File: config.mk
export PLATFORM = sky130hd
export DESIGN_NAME = axis_token_bucket_shaper_flat
export DESIGN_NICKNAME = d
export VERILOG_FILES = /design/src/rtl/axis_token_bucket_shaper_if.sv /design/src/rtl/axis_token_bucket_shaper.sv /design/src/flat_wrapper.sv
export SDC_FILE = /design/constraint.sdc
export NUM_CORES = 1
export LEC_CHECK = 0
export ABC_AREA = 1
export BUFFER_PORTS_ARGS = -buffer_cell sky130_fd_sc_hd__buf_2
export CAP_MARGIN = 0
export CORE_AREA = 2 2 383 385
export CTS_BUF_LIST = sky130_fd_sc_hd__clkbuf_4 sky130_fd_sc_hd__clkbuf_8 sky130_fd_sc_hd__clkbuf_16
export DETAILED_ROUTE_END_ITERATION = 8
export DIE_AREA = 0 0 385 387
export GPL_ROUTABILITY_DRIVEN = 0
export GPL_TIMING_DRIVEN = 0
export PLACE_DENSITY = 0.3
export SETUP_SLACK_MARGIN = 0.15
export SLEW_MARGIN = 20
export SYNTH_ARGS = -nofsm -noshare
export SYNTH_HDL_FRONTEND = slang
export SYNTH_SLANG_ARGS = --single-unit
File: constraint.sdc
create_clock -name axi_aclk -period 7.03 [get_ports axi_aclk]
set_input_delay 1.7575 -clock axi_aclk [delete_from_list [all_inputs] [get_ports axi_aclk]]
set_output_delay 1.7575 -clock axi_aclk [all_outputs]
set_load 0.005 [all_outputs]
File: src/rtl/axis_token_bucket_shaper_if.sv
// axis_token_bucket_shaper_if: AXI4-Stream channel bundle used on both sides of the shaper.
//   tdata/tstrb/tuser/tvalid/tlast travel from master to slave; tready travels back.
//   master modport: the stream source; slave modport: the stream sink.
interface axis_token_bucket_shaper_if #(
    parameter int DATA_WIDTH = 256,
    parameter int USER_WIDTH = 128
);
    logic [DATA_WIDTH-1:0]   tdata;
    logic [DATA_WIDTH/8-1:0] tstrb;
    logic [USER_WIDTH-1:0]   tuser;
    logic                    tvalid;
    logic                    tready;
    logic                    tlast;
    modport master (output tdata, tstrb, tuser, tvalid, tlast, input tready);
    modport slave  (input tdata, tstrb, tuser, tvalid, tlast, output tready);
endinterface

File: src/rtl/axis_token_bucket_shaper.sv
// axis_token_bucket_shaper: packet-granular token-bucket shaper on one AXI4-Stream channel.
//   axi_aclk, axi_aresetn : clock, asynchronous active-low reset
//   s_axis (slave)        : incoming packets, tuser[15:0] = length in bytes on the first beat
//   m_axis (master)       : admitted packets, passed through combinationally
//   enable                : 1 = token check and debit, 0 = admit everything
//   rate_tokens/interval  : tokens added every max(rate_interval,1) cycles
//   bucket_max            : bucket depth in bytes
//   sw_rst                : synchronous flush of counters and any packet in flight
//   tokens, pkt_count, stall_cycles : status
module axis_token_bucket_shaper #(
    parameter int C_M_AXIS_DATA_WIDTH  = 256,
    parameter int C_S_AXIS_DATA_WIDTH  = 256,
    parameter int C_M_AXIS_TUSER_WIDTH = 128,
    parameter int C_S_AXIS_TUSER_WIDTH = 128,
    parameter int C_TOKEN_WIDTH        = 24,
    parameter int C_RATE_WIDTH         = 16
) (
    input  logic                          axi_aclk,
    input  logic                          axi_aresetn,
    axis_token_bucket_shaper_if.slave     s_axis,
    axis_token_bucket_shaper_if.master    m_axis,
    input  logic                          enable,
    input  logic [C_RATE_WIDTH-1:0]       rate_tokens,
    input  logic [C_RATE_WIDTH-1:0]       rate_interval,
    input  logic [C_TOKEN_WIDTH-1:0]      bucket_max,
    input  logic                          sw_rst,
    output logic [C_TOKEN_WIDTH-1:0]      tokens,
    output logic [31:0]                   pkt_count,
    output logic [31:0]                   stall_cycles
);
    typedef enum logic [1:0] {IDLE, SEND, FLUSH} state_t;
    state_t                   state, state_next;
    logic [C_RATE_WIDTH-1:0]  refill_cnt;
    logic [C_TOKEN_WIDTH-1:0] len_ext, need, debit, tokens_next;
    logic [C_TOKEN_WIDTH:0]   sum;
    logic                     refill, admit, stall, s_ready, m_valid, last_beat;

    assign len_ext = C_TOKEN_WIDTH'(s_axis.tuser[15:0]);
    // Oversize packets only need a full bucket, so they cannot starve forever.
    assign need    = (len_ext > bucket_max) ? bucket_max : len_ext;
    assign admit   = state == IDLE && s_axis.tvalid && !sw_rst && (!enable || tokens >= need);
    assign stall   = state == IDLE && s_axis.tvalid && enable && !admit;
    assign debit   = (admit && enable) ? need : '0;
    // >= rather than == so a shrinking interval cannot strand the counter above the wrap point.
    assign refill  = refill_cnt >= ((rate_interval == '0) ? '0 : rate_interval - 1'b1);
    // One spare bit keeps tokens + refill from wrapping before the saturation compare.
    assign sum         = {1'b0, tokens} - {1'b0, debit} + (refill ? (C_TOKEN_WIDTH+1)'(rate_tokens) : '0);
    assign tokens_next = (sum > {1'b0, bucket_max}) ? bucket_max : sum[C_TOKEN_WIDTH-1:0];

    always_comb begin
        state_next = state;
        s_ready    = (state == SEND) ? m_axis.tready : (state == FLUSH);
        m_valid    = (state == SEND) && s_axis.tvalid;
        last_beat  = s_axis.tvalid && s_ready && s_axis.tlast;
        case (state)
            IDLE:    state_next = admit ? SEND : IDLE;
            // A packet whose tlast completes in the flush cycle is whole, so there is nothing to drop.
            SEND:    state_next = last_beat ? IDLE : (sw_rst ? FLUSH : SEND);
            FLUSH:   state_next = last_beat ? IDLE : FLUSH;
            default: state_next = IDLE;
        endcase
    end

    assign s_axis.tready = s_ready;
    assign m_axis.tvalid = m_valid;
    assign m_axis.tlast  = (state == SEND) && s_axis.tlast;
    assign m_axis.tdata  = C_M_AXIS_DATA_WIDTH'(s_axis.tdata[C_S_AXIS_DATA_WIDTH-1:0]);
    assign m_axis.tstrb  = (C_M_AXIS_DATA_WIDTH/8)'(s_axis.tstrb[C_S_AXIS_DATA_WIDTH/8-1:0]);
    assign m_axis.tuser  = C_M_AXIS_TUSER_WIDTH'(s_axis.tuser[C_S_AXIS_TUSER_WIDTH-1:0]);

    always_ff @(posedge axi_aclk or negedge axi_aresetn) begin
        if (!axi_aresetn) begin
            state        <= IDLE;
            tokens       <= '0;
            refill_cnt   <= '0;
            pkt_count    <= '0;
            stall_cycles <= '0;
        end else begin
            state <= state_next;
            if (sw_rst) begin
                tokens       <= '0;
                refill_cnt   <= '0;
                pkt_count    <= '0;
                stall_cycles <= '0;
            end else begin
                tokens       <= tokens_next;
                refill_cnt   <= refill ? '0 : refill_cnt + 1'b1;
                pkt_count    <= pkt_count + 32'(admit);
                stall_cycles <= stall_cycles + 32'(stall);
            end
        end
    end
endmodule

File: src/flat_wrapper.sv
// flat-port wrapper written by rule: the top's interface ports become plain ports
module axis_token_bucket_shaper_flat 
#(
    parameter int C_M_AXIS_DATA_WIDTH  = 256,
    parameter int C_S_AXIS_DATA_WIDTH  = 256,
    parameter int C_M_AXIS_TUSER_WIDTH = 128,
    parameter int C_S_AXIS_TUSER_WIDTH = 128,
    parameter int C_TOKEN_WIDTH        = 24,
    parameter int C_RATE_WIDTH         = 16
)
  (axi_aclk, axi_aresetn, enable, rate_tokens, rate_interval, bucket_max, sw_rst, tokens, pkt_count, stall_cycles, s_axis_tdata, s_axis_tstrb, s_axis_tuser, s_axis_tvalid, s_axis_tlast, s_axis_tready, m_axis_tdata, m_axis_tstrb, m_axis_tuser, m_axis_tvalid, m_axis_tlast, m_axis_tready);
  axis_token_bucket_shaper_if #(.DATA_WIDTH(256), .USER_WIDTH(128)) s_axis_i ();
  axis_token_bucket_shaper_if #(.DATA_WIDTH(256), .USER_WIDTH(128)) m_axis_i ();
  input  logic axi_aclk;
  input  logic axi_aresetn;
  input  logic enable;
  input  logic [C_RATE_WIDTH-1:0] rate_tokens;
  input  logic [C_RATE_WIDTH-1:0] rate_interval;
  input  logic [C_TOKEN_WIDTH-1:0] bucket_max;
  input  logic sw_rst;
  output logic [C_TOKEN_WIDTH-1:0] tokens;
  output logic [31:0] pkt_count;
  output logic [31:0] stall_cycles;
  input wire logic [$bits(s_axis_i.tdata)-1:0] s_axis_tdata;
  input wire logic [$bits(s_axis_i.tstrb)-1:0] s_axis_tstrb;
  input wire logic [$bits(s_axis_i.tuser)-1:0] s_axis_tuser;
  input wire logic [$bits(s_axis_i.tvalid)-1:0] s_axis_tvalid;
  input wire logic [$bits(s_axis_i.tlast)-1:0] s_axis_tlast;
  output wire logic [$bits(s_axis_i.tready)-1:0] s_axis_tready;
  output wire logic [$bits(m_axis_i.tdata)-1:0] m_axis_tdata;
  output wire logic [$bits(m_axis_i.tstrb)-1:0] m_axis_tstrb;
  output wire logic [$bits(m_axis_i.tuser)-1:0] m_axis_tuser;
  output wire logic [$bits(m_axis_i.tvalid)-1:0] m_axis_tvalid;
  output wire logic [$bits(m_axis_i.tlast)-1:0] m_axis_tlast;
  input wire logic [$bits(m_axis_i.tready)-1:0] m_axis_tready;
  assign s_axis_i.tdata = s_axis_tdata;
  assign s_axis_i.tstrb = s_axis_tstrb;
  assign s_axis_i.tuser = s_axis_tuser;
  assign s_axis_i.tvalid = s_axis_tvalid;
  assign s_axis_i.tlast = s_axis_tlast;
  assign s_axis_tready = s_axis_i.tready;
  assign m_axis_tdata = m_axis_i.tdata;
  assign m_axis_tstrb = m_axis_i.tstrb;
  assign m_axis_tuser = m_axis_i.tuser;
  assign m_axis_tvalid = m_axis_i.tvalid;
  assign m_axis_tlast = m_axis_i.tlast;
  assign m_axis_i.tready = m_axis_tready;
  axis_token_bucket_shaper #(.C_M_AXIS_DATA_WIDTH(C_M_AXIS_DATA_WIDTH), .C_S_AXIS_DATA_WIDTH(C_S_AXIS_DATA_WIDTH), .C_M_AXIS_TUSER_WIDTH(C_M_AXIS_TUSER_WIDTH), .C_S_AXIS_TUSER_WIDTH(C_S_AXIS_TUSER_WIDTH), .C_TOKEN_WIDTH(C_TOKEN_WIDTH), .C_RATE_WIDTH(C_RATE_WIDTH)) u_core (.axi_aclk(axi_aclk), .axi_aresetn(axi_aresetn), .s_axis(s_axis_i), .m_axis(m_axis_i), .enable(enable), .rate_tokens(rate_tokens), .rate_interval(rate_interval), .bucket_max(bucket_max), .sw_rst(sw_rst), .tokens(tokens), .pkt_count(pkt_count), .stall_cycles(stall_cycles));
endmodule
# == Yosys cells after proc, flatten, opt, wreduce, memory -nomap -nowiden ==
# Cells that the tools add are included.
# Widths: inputs -> output; s select.
# word_totals
out_inout_bits,507
input_bits,479
regBits,106
wordCells,49
# classes
reduce_logical,16
order_cmp,4
n_eq_ne,2
muxes,16
n_addsub,6
# op_table
op,n
$mux 24,4
$add 32x1->32,2
$mux 16,4
$mux 32,2
$add 25x25->25,1
$gt 25x24->1,1
$sub 24x24->25,1
$ge 24x24->1,1
$gt 16x24->1,1
$add 16x1->16 const B,1
$ge 16x16->1,1
$logic_not 16->1,1
$sub 16x1->16 const B,1
$logic_and 1x1->1,10
$mux 2,3
$pmux 2 s3,1
$logic_not 1->1,3
$eq 2x1->1 const B,1
$eq 2x2->1 const B,1
$logic_not 2->1,1
$mux 1,2
$logic_or 1x1->1,1

# == Depth between registers and ports, before layout ==
# Gate-level depths: netlist (run 1).
# logic_depth
ltp_word,12
ltp_mapped,47
depth_no_buf,46

# == Worst setup path before layout (run 1) ==
# No wires, ideal clock.
# synth_path
kind,input-to-reg
from,input port bucket_max[9]
to,register u_core.tokens[14]
n_path_buf,4
path_slack_ns,-0.676
setup_ns,0.117
required_time_ns,6.913
t_arrival_ns,7.589
stages,44
path_cell_list,inv_1 ha_1 a21oi_1 nor2_1 a211oi_1 nor2_1 o21ai_0 nand2_1 nand2_1 buf_2 nor2_1 a21oi_1 ha_1 a21oi_1 o21a_1 o221ai_1 a21oi_1 nand4_1 [8 not listed] nand2_1 a31oi_1 xnor2_1 ha_1 a21oi_1 o21ai_0 a21oi_1 nand2_1 nand2_1 nand2_1 nand2_1 nand2_1 nand2_1 nand2_2 buf_6 buf_12 a21oi_2 nor2_1
# synth_via
elab_chain_len,12
# synth_rtl
item,line_no,source
from (decl),flat_wrapper.sv:19,input logic [C_TOKEN_WIDTH-1:0] bucket_max;
$gt 16x24->1,axis_token_bucket_shaper.sv:40,assign need = (len_ext > bucket_max) ? bucket_max : len_ext;
$mux 24,axis_token_bucket_shaper.sv:40,
$ge 24x24->1,axis_token_bucket_shaper.sv:41,assign admit = state == IDLE && s_axis.tvalid && !sw_rst && (!enable || tokens >= need);
$logic_or 1x1->1,axis_token_bucket_shaper.sv:41,
$logic_and 1x1->1,axis_token_bucket_shaper.sv:41,
$logic_and 1x1->1,axis_token_bucket_shaper.sv:43,assign debit = (admit && enable) ? need : '0;
$mux 24,axis_token_bucket_shaper.sv:43,
$sub 24x24->25,axis_token_bucket_shaper.sv:47,"assign sum = {1'b0, tokens} - {1'b0, debit} + (refill ? (C_TOKEN_WIDTH+1)'(rate_tokens) : '0);"
$add 25x25->25,axis_token_bucket_shaper.sv:47,
$gt 25x24->1,axis_token_bucket_shaper.sv:48,"assign tokens_next = (sum > {1'b0, bucket_max}) ? bucket_max : sum[C_TOKEN_WIDTH-1:0];"
$mux 24 (*),axis_token_bucket_shaper.sv:48,
$mux 24 (*),axis_token_bucket_shaper.sv:80,if (sw_rst) begin
to (signal assigned),axis_token_bucket_shaper.sv:86,tokens <= tokens_next;
to (decl),axis_token_bucket_shaper.sv:27,"output logic [C_TOKEN_WIDTH-1:0] tokens,"
# Mark *: on every way between the ends. The rest lies on a longest branch, timed or not.

# == Final worst setup path (run 1) ==
# layout_path
from,input port bucket_max[12]
to,register u_core.tokens[8]
# The elaborated chain is that of the path after synthesis.

==> summary.txt, run 1 <==
STA
  • Fmax: 122 MHz
  • Final Hold Fails: 0
  • RSZ-0062 raised after global routing: true
  • Crit share post-route: 116%
  • Worst hold margin: 473 ps
  • Clock Skews: 24.1 ps
  • Count of final max-slew check failures: 0
  • Setup violations, final: 24
  • Minimum clock period after layout: 8170 ps
  • Worst-Margin Slew: 1010 ps
  • Setup WS post-layout: -1140 ps
  • Worst rel slew slack: 32.5%
  • Final TNS setup: -26660 ps

Synth
  • Post-Syn Area: 13000 sq um
  • Synth Warn #: 0
  • Cell taking the most area after synthesis: buf_4
  • Syn Area/Cell: 7.27 sq um
  • Register area share after synthesis: 20.4%
  • Netlist cell types: 45
  • Syn Inst Count: 1785
  • Top-area cell type share of the netlist area: 24.2%
  • EDFF count, synth: 0
  • Top post-synthesis cells by count: 418 x buf_4, 232 x nand2_1, 191 x inv_1
  • Async SR Flop Fraction: 100%
  • Ys flop type: dfrtp_1
  • #FFs+latches synth: 106
  • Top-count cell post-synth: buf_4
  • Synth area leaders: buf_4 24%, dfrtp_1 20%, ha_1 11%, nand2_1 6.7%, inv_1 5.5%

Clock tree
  • Clock tree buffer depth: 2
  • Root Driver: clkbuf_16
  • Clk_lat worst skew: 430 ps
  • Hold buffers post-CTS: 0
  • H-tree Lvls: 3
  • TritonCTS clock tree: yes
  • Inserted Clock Buffers: 9
  • Clk slew on worst S/H paths: 110 ps
  • CTS Sinks: 106

Global routing
  • First-pass GRT wire length: 94900 um
  • Vias in the first global route: 13500
  • Largest net degree at the start of global routing: 73
  • Initial antenna violation count: 12
  • Grt ovf: 0
  • Total track usage: 8.78%

Layout
  • Fillcell total: 16600
  • Post-route cell area: 21700 sq um
  • Area Growth Syn to Fin: 67.2%
  • Final #Nets: 3094
  • Fin cells: 4403
  • Share of cells above drive strength 1: 58.1%

Pwr
  • Worst IR Drop VDD: 0.175 mV
  • LEAKAGE: 0.0105 uW
  • Power Density: 230 nW/um^2
  • Power consumption: 4990 uW

Worst setup path
  • Delay-heaviest family, CP: simple AND/OR/NAND/NOR gates
  • Worst reg-to-reg setup slack: 1020 ps
  • Worst Setup End Kind: register
  • Most used cell, CP: nand2_2
  • Worst endpoint required time: 7360 ps
  • Slowest cell on crit path: fa_1
  • Worst path max stage delay: 550 ps
  • CP max FO: 7
  • WP data arrival: 8500 ps
  • Crit Path Class: input pin to register
  • Setup crit start kind: input pin
  • WP buf/inv: 9

Placement
  • Buffers added on ports: 584
  • Post-DP HPWL: 58600 um
  • Cells after DPL: 4303
  • Placed inst area: 18900 sq um

Routing
  • Avg WL per Cell: 15.6 um
  • Initial DRC Count: 432
  • DRT antenna net count: 0
  • Via count: 13600
  • Residual DRC: 0
  • DRT Pass-1 Iters: 5
  • Drt total wl: 68800 um
  • DR vias/cell: 3.09

Job
  • Maxcap violations: 0

Floorplan
  • Die width: 385 um
  • Core Rows: 140
  • Core footprint: 145000 sq um
  • DIE AREA: 149000 sq um
  • Starting density of the core: 8.96%
  • Die Y: 387 um
  • # IOs: 986

Min path
  • Hold WC Path Type: register to register

Run status
  • Status: complete, but fails checks
  • Violated checks: negative setup slack
==> metal layers <==
metal / GRT usage (%) / share of wire (%)
met5: 0 / 0.044
met4: 1.15 / 0.91
met3: 2.46 / 6.8
met2: 15.1 / 49
met1: 11.0 / 44
==> cell type report <==
| type | count | area, sq um | area share (%) |
|---|---|---|---|
| sequential | 106 | 2650 | 12.2 |
| antenna | 1 | 2.50 | 0.0115 |
| clock buffer | 9 | 225 | 1.04 |
| tap | 1917 | 2400 | 11.1 |
| clock inverter | 7 | 78.8 | 0.363 |
| multi-input combinational | 1060 | 8300 | 38.3 |
| inverter | 191 | 778 | 3.59 |
| buffer | 442 | 3380 | 15.6 |
| timing repair buffer | 670 | 3880 | 17.9 |
==> cells in the final DEF (no fill, tap or decap), drive strengths merged, types with 3 or more instances in the layout <==
cell / count
xnor2: 14
a211oi: 5
a21boi: 3
nor2: 194
ha: 119
fa: 16
inv: 191
nor4: 10
clkbuf: 26
xor2: 31
a21o: 5
nand3: 84
buf: 1095
a31oi: 8
nand2: 235
a21oi: 145
clkinvlp: 4
nor3: 56
o21a: 7
dfrtp: 106
clkinv: 3
or2: 4
conb: 16
o21ai: 56
and3: 3
nand4: 36
==> power breakdown <==
group | switching (uW) | total, uW | internal [uW]
logic | 1960 | 3690 | 1720
clock network | 331 | 585 | 255
registers | 64.3 | 720 | 655
==> per-stage QoR <==
step | utilization (%) | worst slack (ps)
floorplan | - | -213
global placement | 13.0 | -3210
detailed placement | 13.0 | -3120
CTS | 14.1 | -1100
global route | 15.0 | -1440
finish | 15.0 | -1140
==> cells by family after synthesis <==
family,share of synthesized area (%)
other,0.0289
buffers and inverters,30.8
AO/OA/AOI/OAI,10.5
adder cells (fa/ha/maj),13.9
AND/OR/NAND/NOR,21.2
flip-flops,20.4
XOR/XNOR,3.04
==> final timing paths <==
| path | depth (start not counted) | endpoint | start |
|---|---|---|---|
| max in group asynchronous | 2 | u_core.tokens[18]$_DFF_PN0_ | axi_aresetn |
| worst max register to register | 31 | u_core.tokens[8]$_DFF_PN0_ | u_core.tokens[23]$_DFF_PN0_ |
| worst min register to register | 1 | u_core.refill_cnt[0]$_DFF_PN0_ | u_core.refill_cnt[0]$_DFF_PN0_ |
| worst min-delay path | 1 | u_core.refill_cnt[0]$_DFF_PN0_ | u_core.refill_cnt[0]$_DFF_PN0_ |
| worst max-delay path | 45 | u_core.tokens[8]$_DFF_PN0_ | bucket_max[12] |
| min in group asynchronous | 1 | u_core.stall_cycles[20]$_DFF_PN0_ | axi_aresetn |
==> flip-flops by register name, summed over array words and instances (netlist names) <==
register,flops
u_core.tokens,24
u_core.pkt_count,32
u_core.stall_cycles,32
u_core.refill_cnt,16
u_core.state,2
==> what timing repair did <==
item,4_1_cts,5_1_grt
setup buffers,40,37
resized for setup,185,199
endpoints found under the hold margin,0,0
setup endpoints to repair,46,46
pin swaps,57,110
cloned,5,2
(Power assumes the default switching activity.)
==> inputs of run 2 (changes only) <==
--- a/config.mk
+++ b/config.mk
@@ -8,3 +8,3 @@
 export ABC_AREA = 1
-export BUFFER_PORTS_ARGS = -buffer_cell sky130_fd_sc_hd__buf_2
+export BUFFER_PORTS_ARGS = -buffer_cell sky130_fd_sc_hd__buf_4
 export CAP_MARGIN = 0
==> constraint.sdc (replaced) <==
create_clock -name axi_aclk -period 7.03 [get_ports axi_aclk]
set_input_delay 1.0545 -clock axi_aclk [delete_from_list [all_inputs] [get_ports axi_aclk]]
set_output_delay 1.0545 -clock axi_aclk [all_outputs]
set_load 0.005 [all_outputs]
==> run 2 against run 1 <==
The flow still finishes with violations (negative setup slack). Flip-flop and latch count is the same. Clock skew shrank 7.0 ps. Via count grew 0.96%. Largest power group unchanged. Largest cell class is now non-clock buffers. Worst setup slack gained 720 ps. Critical path type unchanged. Fmax grew 9.7%. Total power shrank 1.6%. Critical endpoint is now u_core.tokens[12]$_DFF_PN0_. Die area is the same.
==> summary.txt, run 2 (same netlist as run 1, synthesis figures left out) <==
Floorplan
  • Die Y: 387 um (unchanged)
  • DIE AREA: 149000 sq um (unchanged)
  • Starting density of the core: 8.96% (unchanged)
  • Core Rows: 140 (unchanged)
  • # IOs: 986 (unchanged)
  • Die width: 385 um (unchanged)
  • Core footprint: 145000 sq um (unchanged)

Global routing
  • Total track usage: 9.33% (+0.55 points)
  • Largest net degree at the start of global routing: 71 (-2.7%)
  • Grt ovf: 0 (unchanged)
  • Vias in the first global route: 14300 (+5.9%)
  • Initial antenna violation count: 11 (-1)
  • First-pass GRT wire length: 100000 um (+5.8%)

Worst setup path
  • Worst Setup End Kind: register
  • Delay-heaviest family, CP: simple AND/OR/NAND/NOR gates
  • Most used cell, CP: nand2_2
  • Critical Path Source: bucket_max[2]
  • Setup crit start kind: input pin
  • CP max FO: 6 (-1)
  • Slowest cell on crit path: fa_1
  • WP data arrival: 7750 ps (-750 ps)
  • Worst path max stage delay: 430 ps (-120 ps)
  • Worst R2R Start: u_core.tokens[23]$_DFF_PN0_
  • WP buf/inv: 8 (-1)
  • Worst endpoint required time: 7330 ps (-30 ps)
  • Crit Path Class: input pin to register

Clock tree
  • TritonCTS clock tree: yes
  • H-tree Lvls: 3 (unchanged)
  • Inserted Clock Buffers: 9 (unchanged)
  • Clk slew on worst S/H paths: 100 ps (about the same)
  • Root Driver: clkbuf_16
  • CTS Sinks: 106 (unchanged)
  • Clk_lat worst skew: 400 ps (-30 ps)
  • Clock tree buffer depth: 2 (unchanged)
  • Hold buffers post-CTS: 0 (unchanged)

STA
  • Setup WS post-layout: -420 ps (+720 ps)
  • Count of final max-slew check failures: 0 (unchanged)
  • Minimum clock period after layout: 7450 ps (-720 ps)
  • RSZ-0062 raised after global routing: true
  • Crit share post-route: 106% (-10 points)
  • Final Hold Fails: 0 (unchanged)
  • Worst-Margin Slew: 1050 ps (+39.6 ps)
  • Clock Skews: 17.1 ps (-7.03 ps)
  • Worst rel slew slack: 29.8% (-2.6 points)
  • Final TNS setup: -9490 ps (+17170 ps)
  • Setup violations, final: 24 (unchanged)
  • Fmax: 134 MHz (+9.7%)

Pwr
  • Internal Pwr Total: 2640 uW (+0.30%)
  • Gate power share: 73.7% (-0.2 points)
  • Net Sw Frac: 46.2% (-1.0 points)
  • LEAKAGE: 0.0108 uW (+2.5%)
  • P_sw: 2270 uW (-3.7%)
  • Flop pwr share: 14.6% (+0.2 points)
  • Power Density: 219 nW/um^2 (-4.9%)
  • Worst IR Drop VDD: 0.143 mV (-18%)
  • Clk network pwr share: 11.6% (about the same)

Routing
  • Avg WL per Cell: 16.6 um (+6.2%)
  • Initial DRC Count: 423 (-2.1%)
  • Drt total wl: 73100 um (+6.2%)
  • DR WL met2: 36400 um (+8.8%)
  • DR vias/cell: 3.12 (+0.94%)
  • DRT antenna net count: 0 (unchanged)
  • WL met3: 6410 um (+37%)
  • Residual DRC: 0 (unchanged)
  • DRT Pass-1 Iters: 4 (-1)
  • Metal1 wirelength: 29400 um (-1.9%)
  • Via count: 13700 (+0.96%)
  • Max layer used: met5

Min path
  • Hold Path Origin: u_core.refill_cnt[0]$_DFF_PN0_
  • Hold WC Path Type: register to register

Placement
  • Post-DP HPWL: 63500 um (+8.4%)
  • Pre-CTS setup slack: -2990 ps (+131 ps)
  • Buffers added on ports: 584 (unchanged)

Layout
  • Post-layout util: 15.5% (+0.53 points)
  • Area Growth Syn to Fin: 73.1%
  • Largest regs: u_core.pkt_count x32, u_core.stall_cycles x32, u_core.tokens x24
  • Share of cells above drive strength 1: 55.4% (-2.6 points)
  • Fillcell total: 16600 (-0.018%)
  • Most frequent cells in the layout: 1063 x buf_4, 205 x nand2_1, 167 x inv_1, 150 x nor2_1, 106 x dfrtp_1
  • Commonest non-fill, non-tap cell in the layout: buf_4
  • Final #Nets: 3093 (-0.032%)

Run status
  • Status: complete, but fails checks
  • Violated checks: negative setup slack

Job
  • Maxcap violations: 0 (unchanged)
## run 2: cell count changes in the layout (fill, tap and decap cells not counted), moves of 10 or more
cell,before,now
buf_2,569,3
inv_2,23,12
nor2_1,134,150
inv_1,155,167
buf_4,488,1063
a21oi_4,28,18
ha_1,74,87
nor2_4,32,12
## run 2: timing repair
action,CTS,global route
buffers inserted,50,27
resized for setup,255,83
pin swaps,53,31
gates cloned,5,0
hold endpoints to repair,0,0
setup endpoints to repair,40,31
## run 2: path summary, 6_finish.rpt
path / slack (ps) / to / depth (start not counted)
setup / recovery: -420 / u_core.tokens[12]$_DFF_PN0_ / 46
hold / removal: 480 / u_core.refill_cnt[0]$_DFF_PN0_ / 1
setup reg to reg: 1140 / u_core.tokens[12]$_DFF_PN0_ / 31
hold reg to reg: 480 / u_core.refill_cnt[0]$_DFF_PN0_ / 1
max in group asynchronous: 5790 / u_core.tokens[13]$_DFF_PN0_ / 2
min in group asynchronous: 520 / u_core.stall_cycles[19]$_DFF_PN0_ / 1
## run 2: worst register-to-register path: cells and delay by family (launching register included)
kind            cells  cell delay [ps]
simple gates       16             2270
fa+ha+maj           4             1330
compound gates      6              970
buf+inv             4              640
flops               1              460
xor+xnor            1              110
## run 2: stage by stage
stage | std cells | hold slack [ps] | instance area, sq um | total power, uW
5_1_grt | 4401 | 514 | 22500 | 5320
6_report | 4404 | 477 | 22500 | 4910
4_1_cts | 4374 | 488 | 21800 | 4670
3_3_place_gp | 4301 | 469 | 19800 | 3290
3_5_place_dp | 4303 | 475 | 19900 | 3270
2_1_floorplan | 1800 | 432 | 13000 | 2260
## run 2: final cells by class
type / count / area [sq um] / area share [%]
clock inverters: 7 / 70.1 / 0.312
well taps: 1917 / 2400 / 10.7
plain buffers: 443 / 3380 / 15.0
inverters: 191 / 762 / 3.39
diodes: 3 / 7.51 / 0.0334
clock buffers: 9 / 225 / 1.00
repair buffers: 668 / 5180 / 23.1
flip-flops and latches: 106 / 2650 / 11.8
multi-input cells: 1060 / 7790 / 34.7
## run 2: power by group through the flow
stage	combinational, uW	sequential (uW)	clock [uW]
floorplan	1560	706	0
global placement	2560	729	0
detailed placement	2540	729	0
CTS	3330	721	616
global route	3970	728	630
finish	3620	718	572
## run 2: metal layers
layer / track usage (%) / vias to the layer above
met5: 0 / -
li1: - / 6766
met1: 10.8 / 6438
met3: 3.49 / 43
met2: 16.5 / 476
met4: 1.22 / 16
==> inputs of run 3 (changes only) <==
- BUFFER_PORTS_ARGS: -buffer_cell sky130_fd_sc_hd__buf_4 -> default
- DONT_BUFFER_PORTS: default -> 1
==> run 3 against run 2 <==
The flow still finishes with violations (negative setup slack). Fmax up 0.82%. Sequential power up 8.1%. Flip-flop and latch count unchanged. Via count down 14%. Worst setup slack better by 61 ps. Core utilization down 2.9 points. Die area unchanged. Clock power up 3%. Critical path type unchanged. Highest routed layer unchanged.
==> summary.txt, run 3 (same netlist as run 1, synthesis figures left out) <==
Worst setup path
  • Setup crit start kind: input pin
  • CP max FO: 8 (+2)
  • FF-to-FF path depth: 33 (+6.5%)
  • Worst Setup End Kind: register
  • Slowest cell on crit path: fa_1
  • Critical path depth: 46 (unchanged)
  • Delay-heaviest family, CP: adder cells
  • Worst endpoint required time: 7350 ps (+20 ps)
  • Worst path max stage delay: 570 ps (+140 ps)
  • WP buf/inv: 9 (+1)
  • Crit Path Class: input pin to register
  • WP data arrival: 7710 ps (-40 ps)
  • Most used cell, CP: nand2_2

Routing
  • DR vias/cell: 3.08 (-1.2%)
  • Via count: 11800 (-14%)
  • Initial DRC Count: 361 (-15%)
  • Drt total wl: 68100 um (-6.8%)
  • Metal1 wirelength: 27100 um (-7.7%)
  • Residual DRC: 0 (unchanged)
  • DR WL met2: 32100 um (-12%)
  • DRT Pass-1 Iters: 4 (unchanged)
  • Max layer used: met5
  • WL met3: 7900 um (+23%)
  • Avg WL per Cell: 17.9 um (+7.6%)
  • DRT antenna net count: 0 (unchanged)

Placement
  • Pre-CTS setup slack: -2730 ps (+260 ps)
  • Placed inst area: 15500 sq um (-22%)
  • Buffers added on ports: 0 (-100%)
  • Post-DP HPWL: 58300 um (-8.2%)

STA
  • Fmax: 135 MHz (+0.82%)
  • Worst-Margin Slew: 977 ps (-75.1 ps)
  • Setup WS post-layout: -359 ps (+60.7 ps)
  • Final Hold Fails: 0 (unchanged)
  • Setup violations, final: 24 (unchanged)
  • Crit share post-route: 105% (-0.86 points)
  • Minimum clock period after layout: 7390 ps (-60.7 ps)
  • Worst rel slew slack: 34.8% (+5.0 points)
  • Clock Skews: 16.7 ps (-0.391 ps)
  • Count of final max-slew check failures: 0 (unchanged)
  • RSZ-0062 raised after global routing: true

Layout
  • Area Growth Syn to Fin: 40.2%
  • Post-layout util: 12.6% (-2.9 points)
  • Share of cells above drive strength 1: 41.9% (-14 points)
  • Most frequent cells in the layout: 475 x buf_4, 207 x nand2_1, 168 x inv_1, 146 x nor2_1, 106 x dfrtp_1
  • Final #Nets: 2497 (-19%)
  • Commonest non-fill, non-tap cell in the layout: buf_4
  • Largest regs: u_core.pkt_count x32, u_core.stall_cycles x32, u_core.tokens x24
  • Post-route cell area: 18200 sq um (-19%)

Global routing
  • First-pass GRT wire length: 91300 um (-9.1%)
  • Initial antenna violation count: 27 (+16)
  • Grt ovf: 0 (unchanged)
  • Total track usage: 8.69% (-0.64 points)
  • Largest net degree at the start of global routing: 107 (+51%)
  • Vias in the first global route: 11800 (-17%)

Floorplan
  • DIE AREA: 149000 sq um (unchanged)
  • Core footprint: 145000 sq um (unchanged)
  • Core Rows: 140 (unchanged)
  • Die Y: 387 um (unchanged)
  • # IOs: 986 (unchanged)
  • Starting density of the core: 8.96% (unchanged)
  • Die width: 385 um (unchanged)

Clock tree
  • Inserted Clock Buffers: 9 (unchanged)
  • Clk_lat worst skew: 420 ps (+20 ps)
  • TritonCTS clock tree: yes
  • Clock tree buffer depth: 2 (unchanged)
  • Root Driver: clkbuf_16
  • Clk slew on worst S/H paths: 100 ps (about the same)
  • H-tree Lvls: 3 (unchanged)
  • CTS Sinks: 106 (unchanged)

Run status
  • Status: complete, but fails checks
  • Violated checks: negative setup slack

Pwr
  • Power Density: 256 nW/um^2 (+17%)
  • LEAKAGE: 0.00787 uW (-27%)
  • Worst IR Drop VDD: 0.127 mV (-11%)

Min path
  • Hold WC Path Type: input pin to async pin

Job
  • Maxcap violations: 0 (unchanged)
==> run 3: changes by cell type in the layout (fill, tap and decap cells not counted), sizes merged <==
cell,delta
diode,+7
clkbuf,+3
buf,-598
clkinvlp,-2
inv,+1
==> run 3: report_power, final <==
part	total (uW)	switching [uW]	leakage, uW	internal, uW
combinational	3300	1770	0.00627	1530
clock	588	325	0.000151	263
sequential	776	122	0.00145	654
total	4670	2220	0.00787	2450
==> run 3: worst reg2reg max path, delay by kind of cell, from the launching register on <==
kind                     cells  cell delay [ps]
buffers and inverters        6              940
XOR/XNOR                     1              200
AND/OR/NAND/NOR             14             2010
flip-flops                   1              550
adder cells (fa/ha/maj)      4             1380
AO/OA/AOI/OAI                8             1010
==> run 3: timing repair <==
| action | 4_1_cts | 5_1_grt |
|---|---|---|
| gates resized for setup | 228 | 129 |
| setup buffers | 36 | 30 |
| setup endpoints to repair | 34 | 24 |
| hold buffers | 0 | 0 |
| gates cloned | 4 | 1 |
| pin swaps | 41 | 88 |
==> run 3: worst paths after layout <==
check / start / to / slack (ps)
min in group axi_aclk: u_core.refill_cnt[0]$_DFF_PN0_ / u_core.refill_cnt[0]$_DFF_PN0_ / 470
worst max-delay path: bucket_max[1] / u_core.tokens[12]$_DFF_PN0_ / -360
worst max register to register: u_core.tokens[23]$_DFF_PN0_ / u_core.tokens[12]$_DFF_PN0_ / 830
worst min-delay path: axi_aresetn / u_core.stall_cycles[17]$_DFF_PN0_ / 320
worst min register to register: u_core.refill_cnt[0]$_DFF_PN0_ / u_core.refill_cnt[0]$_DFF_PN0_ / 470
max in group asynchronous: axi_aresetn / u_core.tokens[13]$_DFF_PN0_ / 6430
==> run 3: final cells by class <==
cell class | count | area, sq um
Antenna cell | 10 | 25.0
Buffer | 443 | 3380
Clock buffer | 10 | 239
Clock inverter | 6 | 67.6
Fill cell | 16600 | 127000
Inverter | 191 | 754
Multi-Input combinational cell | 1060 | 7980
Sequential cell | 106 | 2650
Tap cell | 1917 | 2400
Timing Repair Buffer | 72 | 708
==> run 3: routing by layer <==
layer / up-vias / GRT usage [%]
li1: 5592 / -
met5: - / 0.747
met1: 5590 / 9.85
met3: 50 / 4.68
met2: 506 / 14.4
met4: 16 / 1.41
==> run 3: stage by stage <==
step                      hold WS [ps]  std cells  setup TNS, ps  power, uW
after floorplan                    432       1800              0       2260
after global placement             464       3717         -72970       2960
after detailed placement           463       3718         -70900       2950
after CTS                          275       3774          -8210       4220
after global routing               279       3813         -14880       5060
final                              322       3815          -7920       4670
